### src/rtl/imem_boot_loader_pkg.sv
// Shared definitions for the instruction-RAM boot loader: FSM state
// encodings, word-packing constants and the word-count clamp helper.
package imem_boot_loader_pkg;

   // Loader FSM states, 2-bit encoding shared by every loader file.
   typedef enum logic [1:0] {
      ST_IDLE    = 2'd0,
      ST_COLLECT = 2'd1,
      ST_WRITE   = 2'd2,
      ST_DONE    = 2'd3
   } load_state_e;

   // Host bytes per instruction word and width of the byte index.
   localparam int BYTES_PER_WORD = 4;
   localparam int BYTE_IDX_W     = 2;

   // Clamp a requested word count to the RAM depth (unsigned compare).
   function automatic int unsigned clamp_count(input int unsigned req,
                                               input int unsigned depth);
      int unsigned res;
      if (req > depth) begin
         res = depth;
      end else begin
         res = req;
      end
      return res;
   endfunction

endpackage

### src/rtl/imem_boot_loader_byte_word_packer.sv
// Assembles four host bytes into one 32-bit instruction word. The first
// byte of a word ends up in bits [31:24] (core's instruction byte order).
// The fourth byte is merged combinationally so the caller can register the
// complete word on the same edge that accepts that byte.
module imem_boot_loader_byte_word_packer
   import imem_boot_loader_pkg::*;
(
   input  logic        clk,
   input  logic        rst_n,
   input  logic        clear,
   input  logic        byte_en,
   input  logic [7:0]  byte_data,
   output logic [31:0] word,
   output logic        word_full
);

   logic [BYTE_IDX_W-1:0] idx_r;
   logic [23:0]           partial_r;
   logic [31:0]           word_s;
   logic                  full_s;

   localparam logic [BYTE_IDX_W-1:0] LAST_IDX = BYTE_IDX_W'(BYTES_PER_WORD - 1);
   localparam logic [BYTE_IDX_W-1:0] IDX_ONE  = BYTE_IDX_W'(1);

   // Shift the incoming byte in below the bytes already collected.
   always_comb begin
      word_s = {partial_r, byte_data};
      full_s = byte_en & (idx_r == LAST_IDX);
   end

   // Byte index and partial-word register; clear discards a partial word.
   always_ff @(posedge clk or negedge rst_n) begin
      if (!rst_n) begin
         idx_r     <= {BYTE_IDX_W{1'b0}};
         partial_r <= 24'h000000;
      end else if (clear) begin
         idx_r     <= {BYTE_IDX_W{1'b0}};
         partial_r <= 24'h000000;
      end else if (full_s) begin
         idx_r     <= {BYTE_IDX_W{1'b0}};
         partial_r <= 24'h000000;
      end else if (byte_en) begin
         idx_r     <= idx_r + IDX_ONE;
         partial_r <= word_s[23:0];
      end else begin
         idx_r     <= idx_r;
         partial_r <= partial_r;
      end
   end

   assign word      = word_s;
   assign word_full = full_s;

endmodule

### src/rtl/imem_boot_loader.sv
// Boot-time sequencer for the instruction-RAM write port. Packs a host byte
// stream into 32-bit words, writes them to consecutive addresses from 0,
// then releases the core via core_run. Reload is possible from DONE
// without a chip reset. All outputs are registered.
module imem_boot_loader
   import imem_boot_loader_pkg::*;
#(
   parameter int ADDR_W = 7,
   parameter int DEPTH  = 128
)
(
   input  logic              clk,
   input  logic              rst_n,
   input  logic              start,
   input  logic              abort,
   input  logic [ADDR_W:0]   num_words,
   input  logic              byte_valid,
   input  logic [7:0]        byte_data,
   output logic              byte_ready,
   output logic              iwen,
   output logic [ADDR_W-1:0] i_addr,
   output logic [31:0]       winst,
   output logic              core_run,
   output logic              busy,
   output logic              done,
   output logic              err_clamp
);

   localparam logic [ADDR_W:0]   DEPTH_W  = (ADDR_W+1)'(DEPTH);
   localparam logic [ADDR_W:0]   CNT_ZERO = {(ADDR_W+1){1'b0}};
   localparam logic [ADDR_W:0]   CNT_ONE  = (ADDR_W+1)'(1);
   localparam logic [ADDR_W-1:0] ADDR_ONE = ADDR_W'(1);

   load_state_e       state_r;
   logic [ADDR_W:0]   count_r;
   logic [ADDR_W:0]   written_r;
   logic [ADDR_W-1:0] i_addr_r;
   logic [31:0]       winst_r;
   logic              iwen_r;
   logic              byte_ready_r;
   logic              core_run_r;
   logic              busy_r;
   logic              done_r;
   logic              err_clamp_r;

   logic              idle_like_s;
   logic              accept_s;
   logic              start_ok_s;
   logic              abort_ok_s;
   logic              clear_s;
   logic              clamp_hit_s;
   logic [ADDR_W:0]   count_next_s;
   logic [ADDR_W:0]   written_next_s;
   logic [31:0]       packed_s;
   logic              word_full_s;

   // Handshake, start/abort qualification and count clamping.
   always_comb begin
      idle_like_s    = (state_r == ST_IDLE) || (state_r == ST_DONE);
      accept_s       = byte_valid & byte_ready_r;
      // abort beats start; abort is only meaningful while loading
      start_ok_s     = start & ~abort & idle_like_s;
      abort_ok_s     = abort & ~idle_like_s;
      clear_s        = start_ok_s | abort_ok_s;
      clamp_hit_s    = (num_words > DEPTH_W);
      count_next_s   = (ADDR_W+1)'(clamp_count(32'(num_words), 32'(DEPTH)));
      written_next_s = written_r + CNT_ONE;
   end

   imem_boot_loader_byte_word_packer u_packer (
      .clk       (clk),
      .rst_n     (rst_n),
      .clear     (clear_s),
      .byte_en   (accept_s),
      .byte_data (byte_data),
      .word      (packed_s),
      .word_full (word_full_s)
   );

   // Loader FSM; every output is registered from the next-state decision.
   always_ff @(posedge clk or negedge rst_n) begin
      if (!rst_n) begin
         state_r      <= ST_IDLE;
         count_r      <= CNT_ZERO;
         written_r    <= CNT_ZERO;
         i_addr_r     <= {ADDR_W{1'b0}};
         winst_r      <= 32'h00000000;
         iwen_r       <= 1'b0;
         byte_ready_r <= 1'b0;
         core_run_r   <= 1'b0;
         busy_r       <= 1'b0;
         done_r       <= 1'b0;
         err_clamp_r  <= 1'b0;
      end else begin
         case (state_r)
            ST_IDLE, ST_DONE: begin
               iwen_r <= 1'b0;
               if (start_ok_s) begin
                  count_r     <= count_next_s;
                  written_r   <= CNT_ZERO;
                  i_addr_r    <= {ADDR_W{1'b0}};
                  err_clamp_r <= clamp_hit_s;
                  if (count_next_s == CNT_ZERO) begin
                     state_r      <= ST_DONE;
                     byte_ready_r <= 1'b0;
                     core_run_r   <= 1'b1;
                     busy_r       <= 1'b0;
                     done_r       <= 1'b1;
                  end else begin
                     state_r      <= ST_COLLECT;
                     byte_ready_r <= 1'b1;
                     core_run_r   <= 1'b0;
                     busy_r       <= 1'b1;
                     done_r       <= 1'b0;
                  end
               end else begin
                  state_r <= state_r;
               end
            end
            ST_COLLECT: begin
               iwen_r <= 1'b0;
               if (abort_ok_s) begin
                  state_r      <= ST_IDLE;
                  byte_ready_r <= 1'b0;
                  busy_r       <= 1'b0;
               end else if (word_full_s) begin
                  // fourth byte accepted: present the word for one cycle
                  state_r      <= ST_WRITE;
                  winst_r      <= packed_s;
                  iwen_r       <= 1'b1;
                  byte_ready_r <= 1'b0;
               end else begin
                  state_r <= ST_COLLECT;
               end
            end
            ST_WRITE: begin
               // the strobe in this cycle completes even if abort is high
               iwen_r    <= 1'b0;
               written_r <= written_next_s;
               if (abort_ok_s) begin
                  state_r      <= ST_IDLE;
                  byte_ready_r <= 1'b0;
                  busy_r       <= 1'b0;
               end else if (written_next_s == count_r) begin
                  // last word: address stays on it, so it never wraps to 0
                  state_r      <= ST_DONE;
                  byte_ready_r <= 1'b0;
                  busy_r       <= 1'b0;
                  core_run_r   <= 1'b1;
                  done_r       <= 1'b1;
               end else begin
                  state_r      <= ST_COLLECT;
                  byte_ready_r <= 1'b1;
                  i_addr_r     <= i_addr_r + ADDR_ONE;
               end
            end
            default: begin
               state_r      <= ST_IDLE;
               iwen_r       <= 1'b0;
               byte_ready_r <= 1'b0;
               core_run_r   <= 1'b0;
               busy_r       <= 1'b0;
               done_r       <= 1'b0;
            end
         endcase
      end
   end

   assign byte_ready = byte_ready_r;
   assign iwen       = iwen_r;
   assign i_addr     = i_addr_r;
   assign winst      = winst_r;
   assign core_run   = core_run_r;
   assign busy       = busy_r;
   assign done       = done_r;
   assign err_clamp  = err_clamp_r;

endmodule

### config.mk
export PLATFORM = sky130hd
export DESIGN_NAME = imem_boot_loader
export DESIGN_NICKNAME = d
export VERILOG_FILES = /design/src/rtl/imem_boot_loader_pkg.sv /design/src/rtl/imem_boot_loader_byte_word_packer.sv /design/src/rtl/imem_boot_loader.sv
export SDC_FILE = /design/constraint.sdc
export NUM_CORES = 1
export LEC_CHECK = 0
export ABC_CLOCK_PERIOD_IN_PS = 5930
export CORE_MARGIN = 10
export CORE_UTILIZATION = 45
export DETAILED_ROUTE_END_ITERATION = 8
export GPL_TIMING_DRIVEN = 0
export MAX_ROUTING_LAYER = met4
export PLACE_DENSITY = 0.69
export SLEW_MARGIN = 5
export SYNTH_ARGS = -nofsm -noshare
export SYNTH_HDL_FRONTEND = slang
export SYNTH_SLANG_ARGS = --single-unit
### constraint.sdc
create_clock -name clk -period 5.93 [get_ports clk]
set_input_delay 0.8895 -clock clk [delete_from_list [all_inputs] [get_ports clk]]
set_output_delay 0.8895 -clock clk [all_outputs]
set_load 0.03 [all_outputs]
==> impl_metrics.json, run 1 <==
{
  "outcome": "finished clean",
  "max_cap_violations": 0,
  "cts-hold-fix-buffers": 0,
  "crit_type": "primary input to flip-flop",
  "routed_via_density": 5.38,
  "internal-power_mw": 1.20,
  "clock_latency_ns": 0.35,
  "synth_ff_type": "dfrtp_1",
  "hold_path.class": "primary input to async pin",
  "hpwlAfterDp_um": 6910,
  "ioPinCount": 66,
  "grt_pass1_vias": 3281,
  "synthMuxAreaShare": 0.110,
  "synthAdderAreaFrac": 0.0178,
  "fill_cells": 802,
  "final_common_cell": "dfrtp_1",
  "p_comb_frac": 0.358,
  "antennaDiodeCount": 0,
  "final-hold-violation-count": 0,
  "power_leakage_nw": 2.39,
  "htree_levels": 3,
  "async_flop_share": 1.00,
  "rows": 35,
  "yosysWarnings": 0,
  "synth_simple_gate_area_frac": 0.181,
  "overflow": 0,
  "cp_max_fo": 10,
  "drc": 0,
  "cts_root_buffer": "clkbuf_8",
  "fin_setup_tns_ns": 0,
  "cts.repair.resized": 0,
  "cp.required_ns": 6.16,
  "netSwitchingPower_mw": 0.748,
  "ir_drop_uv": 181,
  "start_util": 0.459,
  "ys_seq_area_frac": 0.522,
  "fin_nets": 501,
  "p_seq_frac": 0.419,
  "first_pass_iters": 5,
  "ant_nets": 0,
  "globalRouteTotalUtil": 0.151,
  "grt_pass1_wl_um": 16100,
  "pwr-share-clk": 0.223,
  "fin_util": 0.569,
  "vias": 3177,
  "cp-end-kind": "flip-flop",
  "wire_per_inst_um": 15.9,
  "p_per_area_mw_per_mm2": 371,
  "avgSynthCellArea_um2": 10.6,
  "fmax_mhz": 373,
  "cts_buffer_depth": 2,
  "cp_data_arrival_time_ns": 2.91,
  "r2r_slack_ns": 3.54,
  "period_share": 0.452,
  "clk_pin_slew_ns": 0.09,
  "swShare": 0.385,
  "cts_setup_buffers": 0,
  "regToRegStartpoint": "state_r[0]$_DFFE_PN0P_",
  "drt_iter0_markers": 187,
  "drive_gt1_frac": 0.144,
  "syn_to_final_growth_pct": 24.0,
  "antenna_found_initial": 0,
  "synth_compound_area_frac": 0.116,
  "grt_max_degree": 54,
  "synth_seq_cells": 88,
  "drt-total-wl_um": 9410,
  "cts_tree": "done",
  "start_kind": "primary input",
  "cts_buffers": 9,
  "worst_slew_pin_slew_ns": 0.658,
  "fin_skew_ns": 0.0123,
  "syn_nets": 425,
  "die_width_um": 117,
  "relSlewSlack": 0.559,
  "worst_r2r_path_depth": 8,
  "synth-edff-count": 0,
  "total_power_mw": 1.94,
  "io_buffers": 64,
  "gp_congestion": 0.811,
  "slew_violations": 0,
  "ys_types": 46,
  "final_cells": 590,
  "synth_xor_area_frac": 0.0187,
  "synth_top_family_by_area": "simple AND/OR/NAND/NOR gates",
  "core_area_mm2": 0.00920,
  "setup_viol": 0,
  "synth_area_mm2": 0.00422,
  "die_h_um": 117,
  "rsz0062_at_grt": "false",
  "r2r_end": "u_packer.partial_r[6]$_DFFE_PN0P_",
  "syn_inst": 398,
  "dp.cells": 574,
  "fin_crit_ns": 2.68,
  "final_cell_mix": "dfrtp_1, clkdlybuf4s50_1, nor2_1, nand2_1, a21oi_1",
  "dieArea_mm2": 0.0137,
  "clock-sinks": 88
}
cells in the mapped netlist (all sizes together) (2+ instances only):
master | instances | share of area
and2 | 3 | 0.0050
nand3 | 6 | 0.0083
xor2 | 4 | 0.0083
o21ai | 18 | 0.021
o211ai | 2 | 0.0036
inv | 6 | 0.0053
nor3b | 24 | 0.043
a21o | 3 | 0.0053
clkbuf | 17 | 0.015
nor3 | 6 | 0.0071
a22o | 6 | 0.012
ha | 6 | 0.018
or4 | 3 | 0.0053
a211oi | 3 | 0.0065
nand2b | 15 | 0.023
nand2 | 35 | 0.031
nand4 | 6 | 0.0089
dfrtp | 88 | 0.52
o41ai | 2 | 0.0042
a21oi | 35 | 0.042
a21boi | 2 | 0.0036
nor2b | 3 | 0.0044
buf | 9 | 0.015
mux2i | 8 | 0.019
xnor2 | 5 | 0.010
a31oi | 2 | 0.0030
mux2 | 34 | 0.091
nor2 | 37 | 0.034
cell type report:
type,count,area (µm²),share of cell area
multi-input cells,278,1870,0.357
plain buffers,26,125,0.0239
clock inverters,6,72.6,0.0139
repair buffers,65,666,0.127
inverters,6,22.5,0.00430
well taps,111,139,0.0265
clock buffers,10,138,0.0263
flip-flops and latches,88,2200,0.421
registers in the layout (all words and copies together) (netlist names):
register	flops
u_packer.idx_r	2
state_r	2
count_r	8
i_addr	7
iwen	1
byte_ready	1
done	1
winst	32
busy	1
u_packer.partial_r	24
written_r	8
err_clamp	1
kinds of logic (layout without fill, tap and decap cells):
group,count (synthesis),count (layout)
buffers and inverters,32,113
adder cells (fa/ha/maj),6,6
flip-flops,88,88
AND/OR/NAND/NOR,142,142
AO/OA/AOI/OAI,79,79
XOR/XNOR,9,9
multiplexers,42,42
worst max-delay path by stage:
stage                             from  depth (start not counted)                                  to
after floorplan           num_words[3]                          6              byte_ready$_DFFE_PN0P_
after global placement           rst_n                          1               winst[26]$_DFFE_PN0P_
after detailed placement         abort                          7  u_packer.partial_r[18]$_DFFE_PN0P_
after CTS                        abort                          7   u_packer.partial_r[5]$_DFFE_PN0P_
after global routing             abort                          7  u_packer.partial_r[23]$_DFFE_PN0P_
final                            abort                          7   u_packer.partial_r[6]$_DFFE_PN0P_
critical path: stages:
cell and delay [ns]:
clkdlybuf4s50_1 0.54, nor2b_1 0.28, nand2_1 0.13, clkbuf_1 0.26, nand2_1 0.31, clkbuf_1 0.40, nor2_1 0.10
per-layer routing:
layer / track usage / vias up / part of all wire
met5: - / - / 0
met4: 0.0675 / 0 / 0.019
met3: 0.0280 / 11 / 0.039
met2: 0.228 / 53 / 0.47
met1: 0.194 / 1567 / 0.47
li1: - / 1546 / -
power by group through the flow:
stage / clock, mW / sequential (mW) / combinational [mW]
floorplan: 0 / 0.842 / 0.447
global route: 0.470 / 0.830 / 0.783
CTS: 0.446 / 0.814 / 0.697
finish: 0.434 / 0.814 / 0.695
detailed placement: 0 / 0.826 / 0.694
global placement: 0 / 0.823 / 0.674
metrics by stage:
| step | setup WS, ns | area, µm² | hold slack (ns) |
|---|---|---|---|
| after CTS | 3.27 | 5240 | 0.492 |
| final | 3.25 | 5240 | 0.487 |
| after global placement | 0.800 | 5000 | 0.467 |
| after floorplan | 3.65 | 4220 | 0.464 |
| after detailed placement | 2.90 | 5020 | 0.475 |
| after global routing | 3.04 | 5240 | 0.503 |
(Power assumes the default switching activity.)
==> run 2, diff against run 1 <==
--- a/config.mk
+++ b/config.mk
@@ -5,13 +5,13 @@
 export SDC_FILE = /design/constraint.sdc
 export NUM_CORES = 1
 export LEC_CHECK = 0
-export ABC_CLOCK_PERIOD_IN_PS = 5930
+export ABC_CLOCK_PERIOD_IN_PS = 2200
 export CORE_MARGIN = 10
 export CORE_UTILIZATION = 45
 export DETAILED_ROUTE_END_ITERATION = 8
 export GPL_TIMING_DRIVEN = 0
 export MAX_ROUTING_LAYER = met4
-export PLACE_DENSITY = 0.69
+export PLACE_DENSITY = 0.71
 export SLEW_MARGIN = 5
 export SYNTH_ARGS = -nofsm -noshare
 export SYNTH_HDL_FRONTEND = slang
==> constraint.sdc (replaced) <==
create_clock -name clk -period 2.2 [get_ports clk]
set_input_delay 0.33 -clock clk [delete_from_list [all_inputs] [get_ports clk]]
set_output_delay 0.33 -clock clk [all_outputs]
set_load 0.03 [all_outputs]
==> impl_metrics.json, run 2 (same netlist as run 1, synthesis figures left out) <==
{
  "outcome": "finished clean",
  "gp_congestion": 0.821,
  "ioPinCount": 66,
  "cts_tree": "done",
  "final_cell_mix": "dfrtp_1, clkdlybuf4s50_1, nand2_1, a21oi_1",
  "worst_slew_pin_slew_ns": 0.712,
  "ir_drop_uv": 498,
  "setup_viol": 0,
  "cts_buffers": 9,
  "fin_skew_ns": 0.0107,
  "clk_pin_slew_ns": 0.09,
  "dieArea_mm2": 0.0137,
  "register_area_mm2": 0.00220,
  "worst_slack_ns": 0.165,
  "antennaDiodeCount": 0,
  "core_area_mm2": 0.00920,
  "final-hold-violation-count": 0,
  "rsz0062_at_grt": "false",
  "grt_max_degree": 67,
  "first_pass_iters": 4,
  "start_kind": "flip-flop",
  "wl_met2_um": 4610,
  "fin_util": 0.579,
  "overflow": 0,
  "die_width_um": 117,
  "drt_iter0_markers": 177,
  "cts_buffer_depth": 2,
  "io_buffers": 64,
  "cts_root_buffer": "clkbuf_8",
  "period_share": 0.925,
  "fin_crit_ns": 2.03,
  "multi_input_area_mm2": 0.00188,
  "wire_per_inst_um": 16.3,
  "hold_path.class": "primary input to flip-flop",
  "clock_latency_ns": 0.36,
  "globalRouteTotalUtil": 0.153,
  "dr_wl_met3_um": 400,
  "largest_reg_flops": 32,
  "postPlaceCellArea_mm2": 0.00502,
  "drc": 0,
  "cp_max_fo": 10,
  "clock-sinks": 88,
  "routed_via_density": 5.48,
  "routed.top_layer": "met4",
  "start_util": 0.459,
  "power_leakage_nw": 2.43,
  "rows": 35,
  "cp-end-kind": "flip-flop",
  "cp_data_arrival_time_ns": 2.29,
  "wl_met1_um": 4470,
  "stdcell_area_mm2": 0.00532,
  "relSlewSlack": 0.522,
  "final_common_cell": "dfrtp_1",
  "antenna_found_initial": 0,
  "crit_type": "flip-flop to flip-flop",
  "htree_levels": 3,
  "grt_pass1_wl_um": 16400,
  "fin_nets": 505,
  "p_per_area_mw_per_mm2": 1020,
  "cp.required_ns": 2.45,
  "fill_cells": 797,
  "drt-total-wl_um": 9680,
  "max_cap_violations": 0,
  "vias": 3251,
  "pre_cts_slack_ns": -0.274,
  "grt_pass1_vias": 3376,
  "syn_to_final_growth_pct": 26.1,
  "slew_violations": 0,
  "fin_setup_tns_ns": 0,
  "drive_gt1_frac": 0.164,
  "hpwlAfterDp_um": 7070,
  "die_h_um": 117,
  "ant_nets": 0,
  "fmax_mhz": 491
}
[run 2: final timing paths]
check                                             from                     to  slack (ns)  cells past startpoint
worst max-delay path            state_r[0]$_DFFE_PN0P_  winst[18]$_DFFE_PN0P_        0.17                      7
worst min-delay path                      num_words[7]  err_clamp$_DFFE_PN0P_        0.39                      3
worst max register to register  state_r[0]$_DFFE_PN0P_  winst[18]$_DFFE_PN0P_        0.17                      7
worst min register to register   err_clamp$_DFFE_PN0P_  err_clamp$_DFFE_PN0P_        0.49                      2
max in group asynchronous                        rst_n   winst[3]$_DFFE_PN0P_        1.18                      3
min in group asynchronous                        rst_n  winst[26]$_DFFE_PN0P_        0.40                      2
[run 2: metal layers]
| layer | vias to the layer above | global-route usage |
|---|---|---|
| li1 | 1564 | - |
| met1 | 1598 | 0.197 |
| met2 | 71 | 0.234 |
| met3 | 18 | 0.0285 |
| met4 | 0 | 0.0643 |
| met5 | - | - |
[run 2: cell type report]
cell class,count,area share
plain buffers,25,0.0254
clock buffers,9,0.0233
clock inverters,6,0.0219
inverters,6,0.00423
multi-input cells,278,0.353
flip-flops and latches,88,0.414
well taps,111,0.0261
repair buffers,70,0.133
[run 2: worst max-delay path: stages (launching register included)]
cell and delay, ns:
dfrtp_1 0.40, inv_1 0.06, ha_1 0.41, nand2b_1 0.24
nand4_1 0.14, buf_4 0.15, buf_4 0.19, mux2_2 0.35
[run 2: metrics by stage]
| stage | total power, mW | hold slack, ns | std cells |
|---|---|---|---|
| final | 5.45 | 0.385 | 593 |
| after global routing | 5.82 | 0.433 | 593 |
| after CTS | 5.45 | 0.377 | 589 |
| after global placement | 4.02 | 0.467 | 573 |
| after detailed placement | 4.10 | 0.254 | 574 |
| after floorplan | 3.47 | 0.0344 | 398 |
[run 2: report_power, final]
part / switching [mW] / total (mW) / internal, mW
clock: 0.591 / 1.35 / 0.756
combinational: 1.16 / 1.91 / 0.748
sequential: 0.266 / 2.19 / 1.93
total: 2.02 / 5.45 / 3.43
[run 2: timing repair]
item | 4_1_cts | 5_1_grt
gates resized for setup | 3 | 11
setup endpoints to repair | 57 | 65
pin swaps | 0 | 2
gates cloned | 0 | 0
setup buffers | 0 | 4
hold buffers | 1 | 0
endpoints found under the hold margin | 22 | 0
==> run 3, diff against run 2 <==
--- a/config.mk
+++ b/config.mk
@@ -5,13 +5,13 @@
 export SDC_FILE = /design/constraint.sdc
 export NUM_CORES = 1
 export LEC_CHECK = 0
-export ABC_CLOCK_PERIOD_IN_PS = 2200
+export ABC_CLOCK_PERIOD_IN_PS = 2300
 export CORE_MARGIN = 10
 export CORE_UTILIZATION = 45
 export DETAILED_ROUTE_END_ITERATION = 8
 export GPL_TIMING_DRIVEN = 0
 export MAX_ROUTING_LAYER = met4
-export PLACE_DENSITY = 0.71
+export PLACE_DENSITY = 0.76
 export SLEW_MARGIN = 5
 export SYNTH_ARGS = -nofsm -noshare
 export SYNTH_HDL_FRONTEND = slang
==> constraint.sdc (replaced) <==
create_clock -name clk -period 2.3 [get_ports clk]
set_input_delay 0.345 -clock clk [delete_from_list [all_inputs] [get_ports clk]]
set_output_delay 0.345 -clock clk [all_outputs]
set_load 0.03 [all_outputs]
==> impl_metrics.json, run 3 (same netlist as run 1, synthesis figures left out) <==
{
  "hpwlAfterDp_um": 7080,
  "grt_max_degree": 49,
  "start_util": 0.459,
  "syn_to_final_growth_pct": 24.7,
  "crit_type": "flip-flop to flip-flop",
  "stdcell_area_mm2": 0.00526,
  "hold_path.class": "primary input to flip-flop",
  "first_pass_iters": 4,
  "clock-sinks": 88,
  "final_common_cell": "dfrtp_1",
  "antenna_found_initial": 0,
  "drc": 0,
  "drt_iter0_markers": 207,
  "gp_congestion": 0.857,
  "grt_pass1_wl_um": 16100,
  "dieArea_mm2": 0.0137,
  "final_cell_mix": "dfrtp_1, clkdlybuf4s50_1, nor2_1, nand2_1, a21oi_1",
  "globalRouteTotalUtil": 0.151,
  "start_kind": "flip-flop",
  "setup_viol": 0,
  "antennaDiodeCount": 0,
  "period_share": 0.921,
  "fin_nets": 502,
  "fin_skew_ns": 0.00806,
  "overflow": 0,
  "rows": 35,
  "rsz0062_at_grt": "false",
  "ant_nets": 0,
  "fin_crit_ns": 2.12,
  "dp.cells": 574,
  "die_h_um": 117,
  "final-hold-violation-count": 0,
  "cp.required_ns": 2.58,
  "power_leakage_nw": 2.40,
  "grt_pass1_vias": 3275,
  "cts_root_buffer": "clkbuf_8",
  "vias": 3247,
  "wire_per_inst_um": 16.5,
  "register_area_mm2": 0.00220,
  "postPlaceCellArea_mm2": 0.00502,
  "multi_input_area_mm2": 0.00187,
  "routed_via_density": 5.50,
  "cp_max_fo": 9,
  "io_buffers": 64,
  "drt-total-wl_um": 9760,
  "worst_slew_pin_slew_ns": 0.647,
  "drive_gt1_frac": 0.150,
  "cts_tree": "done",
  "fmax_mhz": 472,
  "clk_pin_slew_ns": 0.08,
  "die_width_um": 117,
  "final_cells": 590,
  "ioPinCount": 66,
  "largest_reg_flops": 32,
  "max_cap_violations": 0,
  "cp-end-kind": "flip-flop",
  "htree_levels": 3,
  "p_per_area_mw_per_mm2": 965,
  "cts_buffer_depth": 2,
  "core_area_mm2": 0.00920,
  "ir_drop_uv": 490,
  "clock_latency_ns": 0.36,
  "fill_cells": 798,
  "cts_buffers": 9,
  "relSlewSlack": 0.566,
  "cp_data_arrival_time_ns": 2.40,
  "slew_violations": 0,
  "outcome": "finished clean"
}
==> run 3: changes by cell type in the layout (fill, tap and decap cells not counted) <==
cell	change
clkinv_4	-1
clkinvlp_4	+2
buf_4	-6
dfrtp_2	-1
dfrtp_1	+1
buf_2	+2
clkbuf_4	+1
nor2_2	-2
o2111a_2	-1
bufinv_16	-1
o2111a_1	+1
nor2_1	+2
==> run 3: final cells by class <==
class / count / area share
Buffer: 25 / 0.0247
Clock buffer: 9 / 0.0235
Clock inverter: 6 / 0.0176
Inverter: 6 / 0.00428
Multi-Input combinational cell: 278 / 0.355
Sequential cell: 88 / 0.418
Tap cell: 111 / 0.0264
Timing Repair Buffer: 67 / 0.130
==> run 3: metrics by stage <==
| step | setup WS (ns) | setup TNS [ns] | utilization | total power [mW] | hold slack, ns |
|---|---|---|---|---|---|
| after floorplan | 0.345 | 0 | - | 3.32 | 0.0494 |
| after global placement | -2.27 | -202.13 | 0.544 | 3.84 | 0.471 |
| after detailed placement | -0.189 | -3.17 | 0.546 | 3.91 | 0.373 |
| after CTS | 0.109 | 0 | 0.571 | 5.10 | 0.416 |
| after global routing | 0.0204 | 0 | 0.572 | 5.40 | 0.496 |
| final | 0.183 | 0 | 0.572 | 5.08 | 0.431 |
==> run 3: critical path: stages (launching register included) <==
cell and delay, ns:
dfrtp_1 0.40, inv_1 0.06, ha_1 0.41, mux2i_1 0.18, nor2_1 0.43, nand4_1 0.17, a21oi_1 0.20, mux2i_1 0.20
==> run 3: per-layer routing <==
metal / global-route usage / share of wire
met1: 0.191 / 0.47
met2: 0.233 / 0.47
met3: 0.0362 / 0.046
met4: 0.0544 / 0.014
met5: - / 0
==> run 3: report_power, final <==
part           total [mW]  leakage, nW  switching [mW]  internal, mW
logic                1.80         1.10            1.10         0.704
registers            2.10         1.20           0.261          1.84
clock network        1.18        0.102           0.564         0.611
==> run 3: timing repair <==
item                       in CTS  in global routing
buffers inserted                0                  1
hold endpoints to repair       40                  0
resized for setup               2                  4
pin swaps                       0                  1
hold buffers                    1                  0
setup endpoints to repair      21                 14
==> run 3: worst paths after layout <==
path                                             start                     to  slack [ns]  cells after the start
min in group asynchronous                        rst_n  winst[26]$_DFFE_PN0P_        0.50                      2
max in group asynchronous                        rst_n  i_addr[4]$_DFFE_PN0P_        1.18                      3
worst min register to register   err_clamp$_DFFE_PN0P_  err_clamp$_DFFE_PN0P_        0.50                      2
worst min-delay path                      num_words[7]  err_clamp$_DFFE_PN0P_        0.43                      3
worst max register to register  state_r[0]$_DFFE_PN0P_  i_addr[3]$_DFFE_PN0P_        0.18                      7
worst max-delay path            state_r[0]$_DFFE_PN0P_  i_addr[3]$_DFFE_PN0P_        0.18                      7
